### config.mk
export PLATFORM = sky130hd
export DESIGN_NAME = posit_exp_combiner
export DESIGN_NICKNAME = d
export VERILOG_FILES = /design/src/rtl/posit_exp_combiner.sv
export SDC_FILE = /design/constraint.sdc
export NUM_CORES = 1
export LEC_CHECK = 0
export BUFFER_PORTS_ARGS = -buffer_cell sky130_fd_sc_hd__buf_2
export CAP_MARGIN = 20
export CORE_ASPECT_RATIO = 1.5
export CORE_UTILIZATION = 55
export DETAILED_ROUTE_END_ITERATION = 8
export HOLD_SLACK_MARGIN = 0.02
export PLACE_DENSITY = 0.81
export SYNTH_ARGS = -nofsm -noshare
export SYNTH_HDL_FRONTEND = slang
export SYNTH_SLANG_ARGS = --single-unit
### constraint.sdc
create_clock -name clk -period 8.2 [get_ports clk]
set_input_delay 0 -clock clk [delete_from_list [all_inputs] [get_ports clk]]
set_output_delay 0 -clock clk [all_outputs]
set_load 0.05 [all_outputs]
### src/rtl/posit_exp_combiner.sv
// Posit exponent combiner. It merges regime and exponent fields into one signed
// scale, adds or subtracts the two scales, saturates the result and flags special cases.
module posit_exp_combiner #(
  parameter int ES = 3,
  parameter int K_BITS = 6,
  localparam int RAW_BITS = ES + K_BITS + 1
) (
  input  logic                       clk,
  input  logic                       rst_n,
  input  logic                       start,
  input  logic                       op,
  input  logic [ES-1:0]              exp_A,
  input  logic [ES-1:0]              exp_B,
  input  logic signed [K_BITS-1:0]   k_A,
  input  logic signed [K_BITS-1:0]   k_B,
  input  logic                       sign_A,
  input  logic                       sign_B,
  input  logic                       zero_A,
  input  logic                       zero_B,
  input  logic                       nar_A,
  input  logic                       nar_B,
  input  logic                       ack,
  output logic signed [RAW_BITS-1:0] exp_raw,
  output logic signed [K_BITS-1:0]   k_out,
  output logic [ES-1:0]              e_out,
  output logic                       sign_out,
  output logic                       nar_out,
  output logic                       zero_out,
  output logic                       ovf,
  output logic                       unf,
  output logic                       done,
  output logic                       busy
);

  typedef enum logic [1:0] {
    IDLE = 2'd0,
    CONV = 2'd1,
    CALC = 2'd2,
    DONE = 2'd3
  } state_t;

  // The largest scale is 2^(K_BITS-1+ES)-1; the smallest is its negation minus one.
  localparam logic signed [RAW_BITS-1:0] EXP_MAX =
    RAW_BITS'((32'sd1 <<< (K_BITS - 1 + ES)) - 32'sd1);
  localparam logic signed [RAW_BITS-1:0] EXP_MIN =
    RAW_BITS'(-(32'sd1 <<< (K_BITS - 1 + ES)));

  state_t                       state_r;
  logic                         op_r;
  logic [ES-1:0]                exp_a_r, exp_b_r;
  logic signed [K_BITS-1:0]     k_a_r, k_b_r;
  logic                         sign_a_r, sign_b_r, zero_a_r, zero_b_r, nar_a_r, nar_b_r;
  logic signed [RAW_BITS-1:0]   raw_a_r, raw_b_r;

  logic signed [RAW_BITS-1:0]   sum_s, res_s;
  logic                         nar_s, zero_s, ovf_s, unf_s, sign_s;

  // k*2^ES + e is simply the concatenation {k, e}, sign-extended.
  function automatic logic signed [RAW_BITS-1:0] to_raw(
    input logic signed [K_BITS-1:0] k,
    input logic [ES-1:0]            e
  );
    return RAW_BITS'($signed({k, e}));
  endfunction

  // Combine scales, apply NaR > zero > saturation priority.
  always_comb begin
    sum_s  = op_r ? (raw_a_r - raw_b_r) : (raw_a_r + raw_b_r);
    nar_s  = nar_a_r | nar_b_r | (op_r & zero_b_r);
    zero_s = ~nar_s & (zero_a_r | (~op_r & zero_b_r));
    res_s  = {RAW_BITS{1'b0}};
    ovf_s  = 1'b0;
    unf_s  = 1'b0;
    sign_s = 1'b0;
    if (nar_s || zero_s) begin
      res_s = {RAW_BITS{1'b0}};
    end else if (sum_s > EXP_MAX) begin
      res_s  = EXP_MAX;
      ovf_s  = 1'b1;
      sign_s = sign_a_r ^ sign_b_r;
    end else if (sum_s < EXP_MIN) begin
      res_s  = EXP_MIN;
      unf_s  = 1'b1;
      sign_s = sign_a_r ^ sign_b_r;
    end else begin
      res_s  = sum_s;
      sign_s = sign_a_r ^ sign_b_r;
    end
  end

  // Control FSM with operand capture and registered result outputs.
  always_ff @(posedge clk or negedge rst_n) begin
    if (!rst_n) begin
      state_r  <= IDLE;
      op_r     <= 1'b0;
      exp_a_r  <= {ES{1'b0}};
      exp_b_r  <= {ES{1'b0}};
      k_a_r    <= {K_BITS{1'b0}};
      k_b_r    <= {K_BITS{1'b0}};
      sign_a_r <= 1'b0;
      sign_b_r <= 1'b0;
      zero_a_r <= 1'b0;
      zero_b_r <= 1'b0;
      nar_a_r  <= 1'b0;
      nar_b_r  <= 1'b0;
      raw_a_r  <= {RAW_BITS{1'b0}};
      raw_b_r  <= {RAW_BITS{1'b0}};
      exp_raw  <= {RAW_BITS{1'b0}};
      k_out    <= {K_BITS{1'b0}};
      e_out    <= {ES{1'b0}};
      sign_out <= 1'b0;
      nar_out  <= 1'b0;
      zero_out <= 1'b0;
      ovf      <= 1'b0;
      unf      <= 1'b0;
      done     <= 1'b0;
      busy     <= 1'b0;
    end else begin
      case (state_r)
        IDLE: begin
          if (start) begin
            op_r     <= op;
            exp_a_r  <= exp_A;
            exp_b_r  <= exp_B;
            k_a_r    <= k_A;
            k_b_r    <= k_B;
            sign_a_r <= sign_A;
            sign_b_r <= sign_B;
            zero_a_r <= zero_A;
            zero_b_r <= zero_B;
            nar_a_r  <= nar_A;
            nar_b_r  <= nar_B;
            busy     <= 1'b1;
            state_r  <= CONV;
          end
        end
        CONV: begin
          raw_a_r <= to_raw(k_a_r, exp_a_r);
          raw_b_r <= to_raw(k_b_r, exp_b_r);
          state_r <= CALC;
        end
        CALC: begin
          exp_raw  <= res_s;
          k_out    <= res_s[ES+K_BITS-1:ES];
          e_out    <= res_s[ES-1:0];
          sign_out <= sign_s;
          nar_out  <= nar_s;
          zero_out <= zero_s;
          ovf      <= ovf_s;
          unf      <= unf_s;
          done     <= 1'b1;
          state_r  <= DONE;
        end
        DONE: begin
          if (ack) begin
            done    <= 1'b0;
            busy    <= 1'b0;
            state_r <= IDLE;
          end
        end
        default: begin
          done    <= 1'b0;
          busy    <= 1'b0;
          state_r <= IDLE;
        end
      endcase
    end
  end

endmodule

==> results.sh <==
export IMPL_worstHoldPathType="input port to register"
export IMPL_multiInputGateArea_mm2=0.00138
export IMPL_worstSetupPathType="register to register"
export IMPL_utilization_pct=70.1
export IMPL_finalHoldViolations=0
export IMPL_final_common_cell="dfrtp_1"
export IMPL_yosys_area_top_type="dfrtp_1"
export IMPL_path_delay_family="simple AND/OR/NAND/NOR gates"
export IMPL_die_area_mm2=0.00599
export IMPL_clk_path_buf_depth=2
export IMPL_syn_inst=270
export IMPL_wl_per_cell_um=13.3
export IMPL_netlist_area_mm2=0.00312
export IMPL_tns_ps=0
export IMPL_clkTransAtPathRegs_ps=60
export IMPL_grt_ovfl_total=0
export IMPL_startpoint_type="register"
export IMPL_final_cell_mix="dfrtp_1, buf_2, mux2_2, dlygate4sd3_1, inv_1"
export IMPL_period_share_pct=38.5
export IMPL_post_route_drc_count=0
export IMPL_endpoint="exp_raw[0]"
export IMPL_r2r_end="exp_raw[0]"
export IMPL_cts_resized=0
export IMPL_synth_edf_count=0
export IMPL_cp_arrival_ps=3350
export IMPL_crit_chain="or3_4, nor2_1, nor2_1, xnor2_1, ha_1, a2111o_1, o21ai_1, o21ai_1, xor2_1, or3_1, o311ai_1"
export IMPL_grt_pass1_wl_um=9420
export IMPL_top_level_ports=55
export IMPL_cts_tree="done"
export IMPL_post_dp_hpwl_um=3950
export IMPL_diodes=0
export IMPL_period_minus_slack_ps=3160
export IMPL_routed_wl_um=5570
export IMPL_syn_area_per_cell_um2=11.6
export IMPL_rsz0062_at_grt="no"
export IMPL_antenna_found_initial=0
export IMPL_startpoint="raw_b_r[4]"
export IMPL_critical_path_max_fanout=8
export IMPL_reg2reg_depth=11
export IMPL_grt_max_degree=63
export IMPL_core_rowCount=33
export IMPL_finalClockSkew_ps=8.17
export IMPL_ant_nets=0
export IMPL_worst_ep_required_time_ps=8400
export IMPL_seq_area_mm2=0.00155
export IMPL_cp_slowest_stage_delay_ps=420
export IMPL_nFillCells=412
export IMPL_yosys_top_cells_area="dfrtp_1, mux2_2, ha_1"
export IMPL_die_w_um=63.5
export IMPL_clk_latency_ps=340
export IMPL_whs_ps=13.2
export IMPL_initial_core_util_pct=57.3
export IMPL_vias=2223
export IMPL_grt_pass1_vias=2110
export IMPL_end_kind="register"
export IMPL_ys_ff_latch=62
export IMPL_synth_fp_nets=314
export IMPL_io_buffer_count=54
export IMPL_first_pass_iters=4
export IMPL_h_tree_depth=3
export IMPL_yosysWarnings=0
export IMPL_r2r_setup_slack_ps=5040
export IMPL_clkSinkCount=62
export IMPL_worst_path_buf_inv=0
export IMPL_synth_top_area_share_pct=49.7
export IMPL_maxCapViolCount=0
export IMPL_ys_types=41
export IMPL_slowest_stage="dfrtp_1"
export IMPL_layout_drive_gt1_share_pct=33.5
export IMPL_relSlewSlack_pct=31.7
export IMPL_seq_area_frac_synth_pct=49.7
export IMPL_outcome="finished clean"
export IMPL_track_usage_pct=21.1
export IMPL_min_from="start"
export IMPL_async_flop_share_pct=100
export IMPL_drt_iter0_drc=99
export IMPL_root_buffer="clkbuf_8"
export IMPL_ys_flop_type="dfrtp_1"
export IMPL_num_nets_final=389
export IMPL_cp_depth=11
export IMPL_setup_viol=0
export IMPL_dieHeight_um=94.3
export IMPL_vias_per_cell=5.31
export IMPL_gp_congestion=0.857
export IMPL_timing_fmax_ghz=0.317
export IMPL_drv_slew=0
export IMPL_core_mm2=0.00545
export IMPL_numCtsBuffers=9
export IMPL_r2r_start="raw_b_r[4]"
export IMPL_tightestPinTransition_ps=1020
export IMPL_syn_to_final_growth_pct=22.3
## flip-flops by register name, summed over array words and instances (netlist names), 2 cells and up
name	cells
raw_a_r	9
exp_raw	10
k_a_r	6
k_b_r	6
state_r	2
raw_b_r	9
exp_b_r	3
exp_a_r	3
## final cells by class
class	instances	area share, %
Multi-Input combinational cell	170	36.2
Inverter	20	1.97
Clock inverter	4	0.590
Sequential cell	62	40.6
Tap cell	70	2.29
Timing Repair Buffer	82	14.4
Clock buffer	11	3.96
## worst min-delay path by stage
stage          slack [ps]       end  cells after the start
2_1_floorplan        -300      busy                      0
3_5_place_dp          200  sign_out                      2
3_3_place_gp          190      busy                      2
6_report               10      busy                      4
4_1_cts                20      busy                      4
5_1_grt                40      busy                      3
## per-layer routing
| metal | up-vias | routed length [µm] | GRT usage, % |
|---|---|---|---|
| met3 | 10 | 216 | 7.16 |
| met2 | 55 | 2950 | 37.1 |
| met5 | - | 0 | 0 |
| li1 | 1082 | - | - |
| met4 | 0 | 130 | 9.09 |
| met1 | 1076 | 2270 | 22.7 |
## per-stage QoR
step	instances	cell area [µm²]	setup WS, ps
2_1_floorplan	270	3120	5350
3_3_place_gp	377	3370	5200
3_5_place_dp	377	3370	5050
4_1_cts	419	3820	5050
5_1_grt	419	3820	4810
6_report	419	3820	5040
## what timing repair did
action	in CTS	in global routing
hold buffers	27	0
buffers inserted	0	0
endpoints found under the hold margin	89	0
## cells in the mapped netlist (2+ instances only)
master	count
buf_1	2
clkbuf_1	5
inv_1	20
mux2_2	40
o311ai_2	2
nor2b_1	4
o311ai_1	3
xnor2_1	11
nor2_1	14
buf_4	10
nand2_1	14
o21ai_1	7
nand2b_1	9
xor2_1	4
dfrtp_1	62
nand3_1	2
o221ai_2	2
ha_1	14
o21ai_0	12
nor3_1	2
a21oi_1	8
o22ai_1	4
## cells by family (layout without fill, tap and decap cells)
group                    count (synthesis)  in the layout  share of synthesized area, %
flip-flops                              62             62                          49.7
AND/OR/NAND/NOR                         51             51                          8.26
AO/OA/AOI/OAI                           47             47                          10.5
multiplexers                            41             41                          14.7
buffers and inverters                   38            117                          6.01
adder cells (fa/ha/maj)                 16             16                          6.57
XOR/XNOR                                15             15                          4.21
## worst register-to-register path, delay by kind of cell, from the launching register on
| family | cells | cell delay, ps |
|---|---|---|
| XOR/XNOR | 2 | 410 |
| adder cells (fa/ha/maj) | 1 | 360 |
| AND/OR/NAND/NOR | 4 | 970 |
| flip-flops | 1 | 420 |
| AO/OA/AOI/OAI | 4 | 860 |
Power is not shown: default switching activity piles up to over one toggle a cycle in this logic, so the estimate is an artifact.
